### config.mk
export PLATFORM = sky130hd
export DESIGN_NAME = pipe_retire_tracker
export DESIGN_NICKNAME = d
export VERILOG_FILES = /design/src/rtl/pipe_retire_tracker.sv
export SDC_FILE = /design/constraint.sdc
export NUM_CORES = 1
export LEC_CHECK = 0
export BUFFER_PORTS_ARGS = -buffer_cell sky130_fd_sc_hd__buf_2
export CORE_ASPECT_RATIO = 1.4
export CORE_MARGIN = 4
export CORE_UTILIZATION = 36
export DETAILED_ROUTE_END_ITERATION = 8
export PLACE_DENSITY_LB_ADDON = 0.08
export SLEW_MARGIN = 20
export SYNTH_ARGS = -nofsm -noshare
export SYNTH_HDL_FRONTEND = slang
export SYNTH_SLANG_ARGS = --single-unit
### constraint.sdc
create_clock -name clk -period 20.8 [get_ports clk]
set_input_delay 1.04 -clock clk [delete_from_list [all_inputs] [get_ports clk]]
set_output_delay 1.04 -clock clk [all_outputs]
set_load 0.01 [all_outputs]
### src/rtl/pipe_retire_tracker.sv
// +----------------------------------------------------------------------------+
// | pipe_retire_tracker: shadow pipeline with in-order retire record and an    |
// | optional next-PC continuity check (enabled by PIPE_TRK_PCCHK_EN). Rev 1.0  |
// +----------------------------------------------------------------------------+
`default_nettype none

module pipe_retire_tracker #(
  parameter int                XLEN     = 32,
  parameter int                STAGES   = 5,
  parameter logic [XLEN-1:0]   PC_INIT  = 'h200,
  parameter logic [31:0]       NOP_INSN = 32'h13,
  parameter int                ORDER_W  = 16
) (
  input  logic                clk,
  input  logic                rst,
  input  logic                in_valid,
  input  logic [XLEN-1:0]     in_pc,
  input  logic [31:0]         in_insn,
  input  logic [STAGES-1:0]   stall_i,
  input  logic [STAGES-1:0]   flush_i,
  input  logic                redirect_i,
  output logic [STAGES-1:0]   stg_valid_o,
  output logic                ret_valid_o,
  output logic [XLEN-1:0]     ret_pc_o,
  output logic [31:0]         ret_insn_o,
  output logic [ORDER_W-1:0]  ret_order_o,
  output logic                pc_err_o,
  output logic [XLEN-1:0]     pc_err_pc_o
);

  localparam logic [6:0] OP_JAL    = 7'b1101111;
  localparam logic [6:0] OP_JALR   = 7'b1100111;
  localparam logic [6:0] OP_BRANCH = 7'b1100011;

  logic [STAGES-1:0][XLEN-1:0] stg_pc;
  logic [STAGES-1:0][31:0]     stg_insn;
  logic [STAGES-1:0]           stg_valid;
  logic                        unused_pc_lsb;

  assign unused_pc_lsb = in_pc[0];

  for (genvar k = 0; k < STAGES; k++) begin : g_stage
    logic            src_stall;
    logic            src_valid;
    logic [XLEN-1:0] src_pc;
    logic [31:0]     src_insn;
    logic            valid_q, valid_d;
    logic [XLEN-1:0] pc_q, pc_d;
    logic [31:0]     insn_q, insn_d;

    if (k == 0) begin : g_head
      // A missing fetch is treated exactly like a stalled upstream stage.
      assign src_stall = ~in_valid;
      assign src_valid = 1'b1;
      assign src_pc    = {in_pc[XLEN-1:1], 1'b0};
      assign src_insn  = in_insn;
    end else begin : g_body
      assign src_stall = stall_i[k-1];
      assign src_valid = stg_valid[k-1];
      assign src_pc    = stg_pc[k-1];
      assign src_insn  = stg_insn[k-1];
    end

    always_comb begin
      valid_d = valid_q;
      pc_d    = pc_q;
      insn_d  = insn_q;
      if (flush_i[k]) begin
        valid_d = 1'b0;
      end else if (!stall_i[k]) begin
        if (src_stall) begin
          valid_d = 1'b0;
        end else begin
          valid_d = src_valid;
          pc_d    = src_pc;
          insn_d  = src_insn;
        end
      end
    end

    always_ff @(posedge clk or posedge rst) begin
      if (rst) begin
        valid_q <= 1'b0;
        pc_q    <= PC_INIT;
        insn_q  <= NOP_INSN;
      end else begin
        valid_q <= valid_d;
        pc_q    <= pc_d;
        insn_q  <= insn_d;
      end
    end

    assign stg_valid[k] = valid_q;
    assign stg_pc[k]    = pc_q;
    assign stg_insn[k]  = insn_q;
  end

  assign stg_valid_o = stg_valid;
  assign ret_valid_o = stg_valid[STAGES-1];
  assign ret_pc_o    = stg_pc[STAGES-1];
  assign ret_insn_o  = stg_insn[STAGES-1];

  logic [ORDER_W-1:0] order_q, order_d;

  always_comb begin
    order_d = order_q;
    if (ret_valid_o) order_d = order_q + ORDER_W'(1);
  end

  always_ff @(posedge clk or posedge rst) begin
    if (rst) order_q <= '0;
    else     order_q <= order_d;
  end

  assign ret_order_o = order_q;

`ifdef PIPE_TRK_PCCHK_EN
  logic [XLEN-1:0] exp_pc_q, exp_pc_d;
  logic            exp_vld_q, exp_vld_d;
  logic            err_q, err_d;
  logic [XLEN-1:0] err_pc_q, err_pc_d;
  logic [XLEN-1:0] jal_imm;
  logic [XLEN-1:0] seq_step;

  assign jal_imm  = {{(XLEN-20){ret_insn_o[31]}}, ret_insn_o[19:12], ret_insn_o[20],
                     ret_insn_o[30:21], 1'b0};
  assign seq_step = (ret_insn_o[1:0] == 2'b11) ? XLEN'(4) : XLEN'(2);

  always_comb begin
    exp_pc_d  = exp_pc_q;
    exp_vld_d = exp_vld_q;
    err_d     = err_q;
    err_pc_d  = err_pc_q;
    if (ret_valid_o) begin
      if (exp_vld_q && (ret_pc_o != exp_pc_q) && !err_q) begin
        err_d    = 1'b1;
        err_pc_d = ret_pc_o;
      end
      case (ret_insn_o[6:0])
        OP_JAL: begin
          exp_pc_d  = ret_pc_o + jal_imm;
          exp_vld_d = 1'b1;
        end
        OP_JALR, OP_BRANCH: exp_vld_d = 1'b0;
        default: begin
          exp_pc_d  = ret_pc_o + seq_step;
          exp_vld_d = 1'b1;
        end
      endcase
    end
    // The retire above was already checked against the old expectation.
    if (redirect_i) exp_vld_d = 1'b0;
  end

  always_ff @(posedge clk or posedge rst) begin
    if (rst) begin
      exp_pc_q  <= '0;
      exp_vld_q <= 1'b0;
      err_q     <= 1'b0;
      err_pc_q  <= '0;
    end else begin
      exp_pc_q  <= exp_pc_d;
      exp_vld_q <= exp_vld_d;
      err_q     <= err_d;
      err_pc_q  <= err_pc_d;
    end
  end

  assign pc_err_o    = err_q;
  assign pc_err_pc_o = err_pc_q;
`else
  logic unused_pcchk;
  assign unused_pcchk = redirect_i;
  assign pc_err_o     = 1'b0;
  assign pc_err_pc_o  = '0;
`endif

endmodule

`default_nettype wire

==> results.yml, run 1 <==
run_status:
  status: "finished clean"
synthesis:
  yosysWarningCount: 0
  ys_seq_elements: 336
  distinct_cell_type_count_after_synthesis: 25
  syn_inst: 785
  synth_area_per_cell_um2: 16.7
  yosysTopAreaCellShare_pct: 60.2
  ys_top_cells_by_area: "dfrtp_1 60%, mux2_2 24%, dfstp_2 4.0%"
  synth_sequential_area_ratio_pct: 64.2
  top_cell_type_by_total_area_after_synthesis: "dfrtp_1"
  mappedNetlistArea_mm2: 0.0131
critical_path:
  worst_setup_path_start_kind: "input port"
  cell_family_with_most_cp_delay: "buffers and inverters"
  r2r_setup_slack_ns: 19.30
  crit_path_slowest_cell: "buf_4"
  path_cells: "buf_2 > inv_8 > buf_12 > buf_4"
  crit_path_largest_cell_delay_ns: 0.80
  setup.worst_path.end_class: "async pin"
  criticalPathCategory: "input port to async pin"
  crit-reg2reg-launch: "ret_valid_o"
  critical_path.reg2reg.endpoint: "ret_order_o[15]"
  cp_num_buf_inv: 4
  r2r.worst_path.cells: 3
  timing.critical_path.fanout_max: 169
  crit_required_ns: 21.34
  cp.arrival_ns: 3.45
final_layout:
  final-seq-area_mm2: 0.00843
  num-fill-cells: 3331
  multi_input_area_mm2: 0.00419
  layout.core_utilization_pct: 42.7
  layout.nets: 1036
  post-route-cell-area_mm2: 0.0153
  area_added_between_synthesis_and_finish_pct: 16.7
  drive_above_1_share_pct: 56.2
worst_hold_path:
  hold-path-endpoint: "ret_order_o[15]"
  hold_path_class: "register to register"
  whs_path_depth: 1
  hold_start: "ret_order_o[15]"
cts:
  cts_h_tree_depth: 2
  post_cts.repair.setup_buffers: 0
  clk_root_buffer_cell: "clkbuf_16"
  clock_sink_count: 336
  cts_made_buffers: 37
  post_cts_hold_buffer_count: 0
  clock_tree_from_tritoncts: "built"
  cts.repair.resized: 0
  worst_setup_hold_path_clk_slew_ns: 0.06
  cts.path.max_buffers: 3
  insertion_delay_ns: 0.52
sta:
  final_critical_path_setup_slack_ns: 17.89
  worst_skew_ns: 0.0105
  achievable-frequency_mhz: 344
  setup_viol_count_final: 0
  period_needed_ns: 2.91
  final.period_utilization_pct: 14.0
  timing_hold_violations_final: 0
  rsz0062_at_grt: "no"
  slew_violations: 0
  timing.setup.tns_ns: 0
  max-slew-margin-rel_pct: 31.8
  max_slew.worst_pin.slew_ns: 1.02
placement:
  placement.cell_area_mm2: 0.0141
  detailed_place_hpwl_um: 15200
  place_ws_ns: 17.27
  i_o_buffers: 160
  place.gp.congestion: 0.697
die:
  dieArea_mm2: 0.0397
  floorplan.initialDensity_pct: 36.6
  die_width_um: 169
  core_mm2: 0.0359
  ios: 197
  die_y_um: 234
  placement_rows: 82
grt:
  globalRoute.totalOverflow: 0
  maximum_number_of_pins_on_one_net_before_global_route_repair: 170
  grtUsageTotal_pct: 13.0
  grt_first_pass_wirelength_um: 41200
  number_of_global_route_vias_before_repair: 7195
  initial_antenna_violation_count: 5
route:
  routed_wl_um: 25700
  remaining_drc_errors: 0
  final_antenna_net_count: 0
  wl_per_cell_um: 17.7
  drt-initial-drc-count: 283
  detailedRoute.firstPassIterationCount: 4
  detailroute.via_count: 6717
  via_per_inst: 4.64
power:
  total_power_uw: 2040
  worst_ir_drop_vdd_v: 0.0000804
  power.density_mw_per_mm2: 133
  power.leakage_uw: 0.00706
flow_run:
  max-cap-violations: 0
worst register-to-register path: stages (launching register included):
cell and delay, ns:
dfrtp_1 0.52, nand4_2 0.29, nor4_1 0.42, xor2_1 0.19
how the worst max path moves through the flow:
stage	end	from	cells after the start	slack (ns)
4_1_cts	g_stage[1].insn_q[21]	rst	4	17.83
3_5_place_dp	ret_insn_o[21]	rst	4	17.27
2_1_floorplan	g_stage[0].insn_q[10]	rst	1	10.48
6_report	ret_insn_o[24]	rst	4	17.89
5_1_grt	g_stage[2].insn_q[20]	rst	4	17.48
3_3_place_gp	g_stage[1].insn_q[21]	rst	4	17.29
logic make-up (layout without fill, tap and decap cells):
| logic type | Yosys count | count (layout) | synth area share, % |
|---|---|---|---|
| AOI/OAI and AO/OA | 5 | 5 | 0.267 |
| xor gates and xnor gates | 15 | 15 | 1.00 |
| adders and majority gates | 1 | 1 | 0.0952 |
| buffers and inverters | 71 | 239 | 4.86 |
| DFF | 336 | 336 | 64.2 |
| muxes | 316 | 316 | 27.6 |
| other | 1 | 35 | 0.0285 |
| and+or+nand+nor | 40 | 40 | 1.93 |
power breakdown:
group | leakage, µW | switching (µW) | total (µW) | internal, µW
Clock | 0.000599 | 261 | 657 | 396
Combinational | 0.00238 | 142 | 373 | 231
Sequential | 0.00408 | 114 | 1010 | 901
Total | 0.00706 | 517 | 2040 | 1530
registers in the layout, summed over array words and instances (netlist names):
signal and count:
ret_valid_o 1, g_stage.insn_q 128, g_stage.valid_q 4, ret_order_o 16, ret_insn_o 32, g_stage.pc_q 124, ret_pc_o 31
Yosys cell counts:
cell type / number
buf_2: 1
nor2_4: 1
nand2_1: 9
dfstp_2: 20
nand4_1: 4
inv_1: 1
mux2_1: 15
a22oi_1: 4
nor3_1: 3
xor2_1: 11
ha_1: 1
mux2_2: 281
nand2b_1: 1
nor3_4: 4
buf_4: 39
nand4_2: 2
and3_1: 1
dfrtp_1: 316
conb_1: 1
nor4_1: 4
nor2_1: 11
xnor2_1: 4
buf_6: 30
mux2_4: 20
a21oi_1: 1
layout make-up:
type | count | share of cell area [%]
sequential | 336 | 55.0
multi-input combinational | 411 | 27.4
clock buffer | 59 | 7.31
timing repair buffer | 170 | 5.79
tap | 462 | 3.77
clock inverter | 9 | 0.685
inverter | 1 | 0.0734
antenna | 1 | 0.0163
placed cells by master (no fill, tap or decap):
| cell type | count |
|---|---|
| nor4_1 | 4 |
| nor3_4 | 4 |
| clkbuf_1 | 13 |
| buf_4 | 9 |
| dfstp_2 | 20 |
| clkinv_2 | 4 |
| diode_2 | 1 |
| dfrtp_1 | 316 |
| a22oi_1 | 4 |
| buf_12 | 1 |
| xor2_1 | 11 |
| nand2_1 | 9 |
| clkbuf_16 | 39 |
| mux2_2 | 281 |
| nor2_4 | 1 |
| mux2_1 | 15 |
| conb_1 | 34 |
| a21oi_1 | 1 |
| nor3_1 | 3 |
| bufinv_16 | 2 |
| nand2b_1 | 1 |
| and3_1 | 1 |
| nand4_1 | 4 |
| clkinvlp_4 | 1 |
| ha_1 | 1 |
| buf_2 | 160 |
| mux2_4 | 20 |
| nor2_1 | 11 |
| inv_6 | 2 |
| clkbuf_8 | 7 |
| xnor2_1 | 4 |
| nand4_2 | 2 |
| inv_8 | 1 |
metal layers:
layer | GRT usage (%) | wire (µm) | vias up
li1 | - | - | 3053
met3 | 3.41 | 1380 | 49
met5 | 0 | 56 | -
met2 | 21.2 | 12400 | 144
met1 | 17.3 | 11300 | 3463
met4 | 4.03 | 617 | 8
per-stage QoR:
step,cells,hold slack [ns]
global placement,1380,0.451
finish,1449,0.463
detailed placement,1380,0.457
CTS,1448,0.467
floorplan,818,0.452
global route,1449,0.482
No activity file was read; power rests on OpenSTA's default activity.
==> run 2: changes to the inputs <==
Clock period 20.8 ns to 2.6 ns, I/O delays scaled along.
==> run 2 against run 1 <==
Compared with the run above: clock skew is 0.00090 ns higher; clock-buffer cell count is 4 lower; clock power grew to 7.8 times the previous value; first-iteration DRC count is 16% lower; non-clock buffer count is 82 higher; hold slack worse by 0.43 ns; flip-flop and latch count stayed put; critical path depth is 1 higher; sequential power grew to 8.0 times the previous value; global-route usage is 0.49 points higher; sequential share of layout area is 2.8 points lower; via count is 3.8% higher; critical endpoint is now g_stage[2].pc_q[13]; largest power group unchanged.
==> results.yml, run 2 (synthesized netlist as in run 1, its figures left out) <==
sta:
  achievable-frequency_mhz: 618
  rsz0062_at_grt: "no"
  final.period_utilization_pct: 62.2
  max_slew.worst_pin.slew_ns: 0.760
  period_needed_ns: 1.62
  final_critical_path_setup_slack_ns: 0.983
  worst_skew_ns: 0.0114
  setup_viol_count_final: 0
  whs_ns: 0.0373
  slew_violations: 0
  timing_hold_violations_final: 0
  timing.setup.tns_ns: 0
  max-slew-margin-rel_pct: 49.2
critical_path:
  crit_required_ns: 2.99
  criticalPathCategory: "input port to register"
  cp.arrival_ns: 2.01
  path_cells: "dlygate4sd3_1 > buf_2 > nor3_4 > buf_4 > mux2_2"
  crit_path_largest_cell_delay_ns: 0.56
  timing.critical_path.fanout_max: 29
  crit_path_slowest_cell: "dlygate4sd3_1"
  worst_setup_path_start_kind: "input port"
  setup.worst_path.end_class: "register"
final_layout:
  multi_input_area_mm2: 0.00419
  layout.nets: 1117
  layout.cells.most_common: "dfrtp_1"
  drive_above_1_share_pct: 52.7
  final-seq-area_mm2: 0.00843
  largest_register: "g_stage.insn_q"
  largest_reg_flops: 128
  layout_common_cells: "316 x dfrtp_1, 281 x mux2_2, 160 x buf_2"
  insertedDiodeCount: 0
  area_added_between_synthesis_and_finish_pct: 23.0
  num-fill-cells: 3283
  post-route-cell-area_mm2: 0.0162
grt:
  number_of_global_route_vias_before_repair: 7601
  initial_antenna_violation_count: 0
  maximum_number_of_pins_on_one_net_before_global_route_repair: 69
  grt_first_pass_wirelength_um: 43000
  grtUsageTotal_pct: 13.5
  globalRoute.totalOverflow: 0
cts:
  post_cts.repair.setup_buffers: 0
  cts_h_tree_depth: 2
  cts.repair.resized: 0
  insertion_delay_ns: 0.51
  post_cts_hold_buffer_count: 73
  clock_tree_from_tritoncts: "built"
  clock_sink_count: 336
  cts.path.max_buffers: 3
  worst_setup_hold_path_clk_slew_ns: 0.06
  cts_made_buffers: 36
  clk_root_buffer_cell: "clkbuf_16"
route:
  detailedRoute.firstPassIterationCount: 4
  drt-initial-drc-count: 239
  via_per_inst: 4.59
  routed_wl_um: 26400
  final_antenna_net_count: 0
  detailroute.via_count: 6975
  remaining_drc_errors: 0
  wl_per_cell_um: 17.3
power:
  switching_share_pct: 25.0
  comb_power_share_pct: 19.0
  power.leakage_uw: 0.00742
  power.density_mw_per_mm2: 1010
  net-switching-power_uw: 4080
  intPower_uw: 12200
  p_seq_share_pct: 49.7
  pwr-share-clk_pct: 31.3
  worst_ir_drop_vdd_v: 0.000538
  total_power_uw: 16300
die:
  placement_rows: 82
  floorplan.initialDensity_pct: 36.6
  core_mm2: 0.0359
  die_y_um: 234
  dieArea_mm2: 0.0397
  ios: 197
  die_width_um: 169
placement:
  i_o_buffers: 160
  detailed_place_hpwl_um: 16400
  place.gp.congestion: 0.688
  placement.cell_area_mm2: 0.0143
  place_ws_ns: 0.927
run_status:
  status: "finished clean"
flow_run:
  max-cap-violations: 0
worst_hold_path:
  hold_path_class: "input port to register"
## run 2: final cells by class
| cell class | instances | area share [%] |
|---|---|---|
| flip-flops and latches | 336 | 52.2 |
| well taps | 462 | 3.58 |
| clock inverters | 4 | 0.503 |
| repair buffers | 252 | 11.0 |
| inverters | 1 | 0.0464 |
| multi-input cells | 411 | 25.9 |
| clock buffers | 55 | 6.77 |
## run 2: per-stage QoR
stage	util, %	std cells
after CTS	45.0	1521
after detailed placement	39.7	1389
final	45.0	1521
after global placement	39.7	1389
after global routing	45.0	1521
after floorplan	-	818
## run 2: path summary, 6_finish.rpt
| path | from | to | slack [ns] | cells after the start |
|---|---|---|---|---|
| worst max-delay path | flush_i[2] | g_stage[2].pc_q[13] | 0.98 | 5 |
| worst min-delay path | stall_i[2] | g_stage[2].valid_q | 0.04 | 3 |
| worst max register to register | ret_order_o[0] | ret_order_o[14] | 1.07 | 4 |
| worst min register to register | ret_order_o[15] | ret_order_o[15] | 0.47 | 1 |
| max in group asynchronous | rst | g_stage[2].pc_q[9] | 1.46 | 4 |
| min in group asynchronous | rst | g_stage[2].insn_q[9] | 0.30 | 3 |
## run 2: power groups by stage
stage | clock [µW] | combinational (µW) | sequential [µW]
after CTS | 5320 | 3190 | 8170
after global routing | 5510 | 3420 | 8410
after global placement | 0 | 3030 | 8210
after floorplan | 0 | 2010 | 8190
final | 5100 | 3100 | 8120
after detailed placement | 0 | 3100 | 8250
## run 2: worst max-delay path, delay by kind of cell
family,cells,cell delay [ns]
buffers and inverters,3,1.21
and+or+nand+nor,1,0.24
muxes,1,0.40
## run 2: layer usage
layer	vias up	routed length (µm)	global-route usage, %
li1	3176	-	-
met1	3620	11200	17.3
met2	140	13300	23.0
met3	39	1210	3.00
met4	0	663	4.25
met5	-	0	0
==> run 3: changes to the inputs <==
Clock period 2.6 ns to 1.7 ns, I/O delays scaled along.
==> run 3 against run 2 <==
Compared with the run above: global-route usage is essentially flat; critical path depth fell by 1; sequential share of layout area is 0.63 points lower; clock skew decreased by 0.0061 ns; design area increased by 1.2%; clock-buffer cell count is 4 higher; core utilization up 0.55 points; final cell count rose by 0.92%; first-iteration DRC count is 15% lower.
==> results.yml, run 3 (synthesized netlist as in run 1, its figures left out) <==
run_status:
  status: "finished clean"
route:
  wl_per_cell_um: 17.1
  final_antenna_net_count: 0
  detailroute.via_count: 7015
  drt-initial-drc-count: 202
  via_per_inst: 4.57
  detailedRoute.firstPassIterationCount: 4
  remaining_drc_errors: 0
  routed_wl_um: 26300
cts:
  clk_root_buffer_cell: "clkbuf_16"
  clock_tree_from_tritoncts: "built"
  post_cts.repair.setup_buffers: 0
  cts.path.max_buffers: 3
  cts_h_tree_depth: 2
  cts.repair.resized: 0
  clock_sink_count: 336
  worst_setup_hold_path_clk_slew_ns: 0.06
  cts_made_buffers: 37
  insertion_delay_ns: 0.51
critical_path:
  path_cells: "buf_4 > a22oi_1 > nor2_1 > dlygate4sd3_1"
  setup.worst_path.end_class: "register"
  cell_family_with_most_cp_delay: "buffers and inverters"
  worst_setup_path_start_kind: "register"
  crit_path_largest_cell_delay_ns: 0.54
  cp.arrival_ns: 1.87
  timing.critical_path.fanout_max: 6
  crit_required_ns: 2.09
  criticalPathCategory: "register to register"
  crit_path_slowest_cell: "dlygate4sd3_1"
  crit-reg2reg-launch: "ret_valid_o"
  worstSetupStartpoint: "ret_valid_o"
  cp_num_buf_inv: 2
flow_run:
  max-cap-violations: 0
sta:
  worst_skew_ns: 0.00524
  final.period_utilization_pct: 86.9
  achievable-frequency_mhz: 677
  rsz0062_at_grt: "no"
  period_needed_ns: 1.48
  whs_ns: 0.138
  setup_viol_count_final: 0
  slew_violations: 0
  timing_hold_violations_final: 0
  timing.setup.tns_ns: 0
final_layout:
  largest_register: "g_stage.insn_q"
  largest_reg_flops: 128
  layout.nets: 1124
  layout.cells.most_common: "dfrtp_1"
  area_added_between_synthesis_and_finish_pct: 24.5
  layout_common_cells: "316 x dfrtp_1, 281 x mux2_2, 160 x buf_2"
  drive_above_1_share_pct: 52.8
die:
  core_mm2: 0.0359
  die_width_um: 169
  placement_rows: 82
  floorplan.initialDensity_pct: 36.6
  ios: 197
  die_y_um: 234
  dieArea_mm2: 0.0397
worst_hold_path:
  hold_path_class: "input port to async pin"
grt:
  number_of_global_route_vias_before_repair: 7685
  initial_antenna_violation_count: 1
  maximum_number_of_pins_on_one_net_before_global_route_repair: 70
  grt_first_pass_wirelength_um: 43000
  globalRoute.totalOverflow: 0
  grtUsageTotal_pct: 13.5
placement:
  place.gp.congestion: 0.698
  i_o_buffers: 160
  detailed_place_hpwl_um: 16500
power:
  pwr-share-clk_pct: 31.6
  intPower_uw: 18800
  worst_ir_drop_vdd_v: 0.00106
  p_seq_share_pct: 49.4
  power.leakage_uw: 0.00750
  comb_power_share_pct: 19.0
  power.density_mw_per_mm2: 1540
  switching_share_pct: 25.0
  net-switching-power_uw: 6280
-- run 3: cell types whose count changed in the layout (fill, tap and decap cells not counted), sizes merged --
cell	change
buf	+5
clkbuf	+4
clkinv	+1
clkinvlp	+1
diode	+1
dlygate4sd3	+1
inv	+1
-- run 3: power groups by stage --
stage          registers [µW]  clock network (µW)  logic (µW)
6_report                12400                7930        4770
4_1_cts                 12500                8250        4900
3_3_place_gp            12600                   0        4650
2_1_floorplan           12500                   0        3080
5_1_grt                 12900                8550        5270
3_5_place_dp            12600                   0        4760
-- run 3: final timing paths --
| kind | end | slack, ns | depth (start not counted) |
|---|---|---|---|
| max | ret_valid_o | 0.22 | 4 |
| min | ret_insn_o[2] | 0.14 | 3 |
| max reg2reg | ret_valid_o | 0.22 | 4 |
| min reg2reg | ret_order_o[15] | 0.47 | 1 |
| max in group asynchronous | g_stage[2].pc_q[14] | 0.77 | 5 |
| min in group clk | ret_insn_o[5] | 0.18 | 4 |
-- run 3: stage by stage --
stage	total power, µW	util [%]	instances	instance area, µm²	setup WS, ns
finish	25100	45.6	1535	16400	0.222
floorplan	15600	-	818	13300	-2.86
CTS	25700	45.6	1534	16400	0.218
detailed placement	17400	40.1	1394	14400	0.239
global route	26700	45.6	1535	16400	0.140
global placement	17200	40.1	1394	14400	0.282
-- run 3: final cells by class --
type	instances	area (µm²)
Clock buffer	59	1120
Inverter	1	7.51
Fill cell	3266	19500
Multi-Input combinational cell	411	4190
Antenna cell	1	2.50
Sequential cell	336	8430
Tap cell	462	578
Timing Repair Buffer	258	1930
Clock inverter	7	91.3
-- run 3: timing repair --
action / CTS / global route
hold buffers: 74 / 0
setup endpoints to repair: 0 / 0
endpoints found under the hold margin: 111 / 0
-- run 3: worst min-delay path, stage by stage --
cell,delay [ns]
dlygate4sd3_1,0.54
buf_2,0.13
clkinvlp_4,0.31
-- run 3: per-layer routing --
layer | routed length, µm | global-route usage (%) | vias to the layer above | part of all wire [%]
met3 | 1220 | 2.95 | 37 | 4.6
met4 | 550 | 3.95 | 0 | 2.1
met1 | 11500 | 17.6 | 3632 | 44
li1 | - | - | 3199 | -
met2 | 13000 | 22.8 | 147 | 49
met5 | 0 | 0 | - | 0
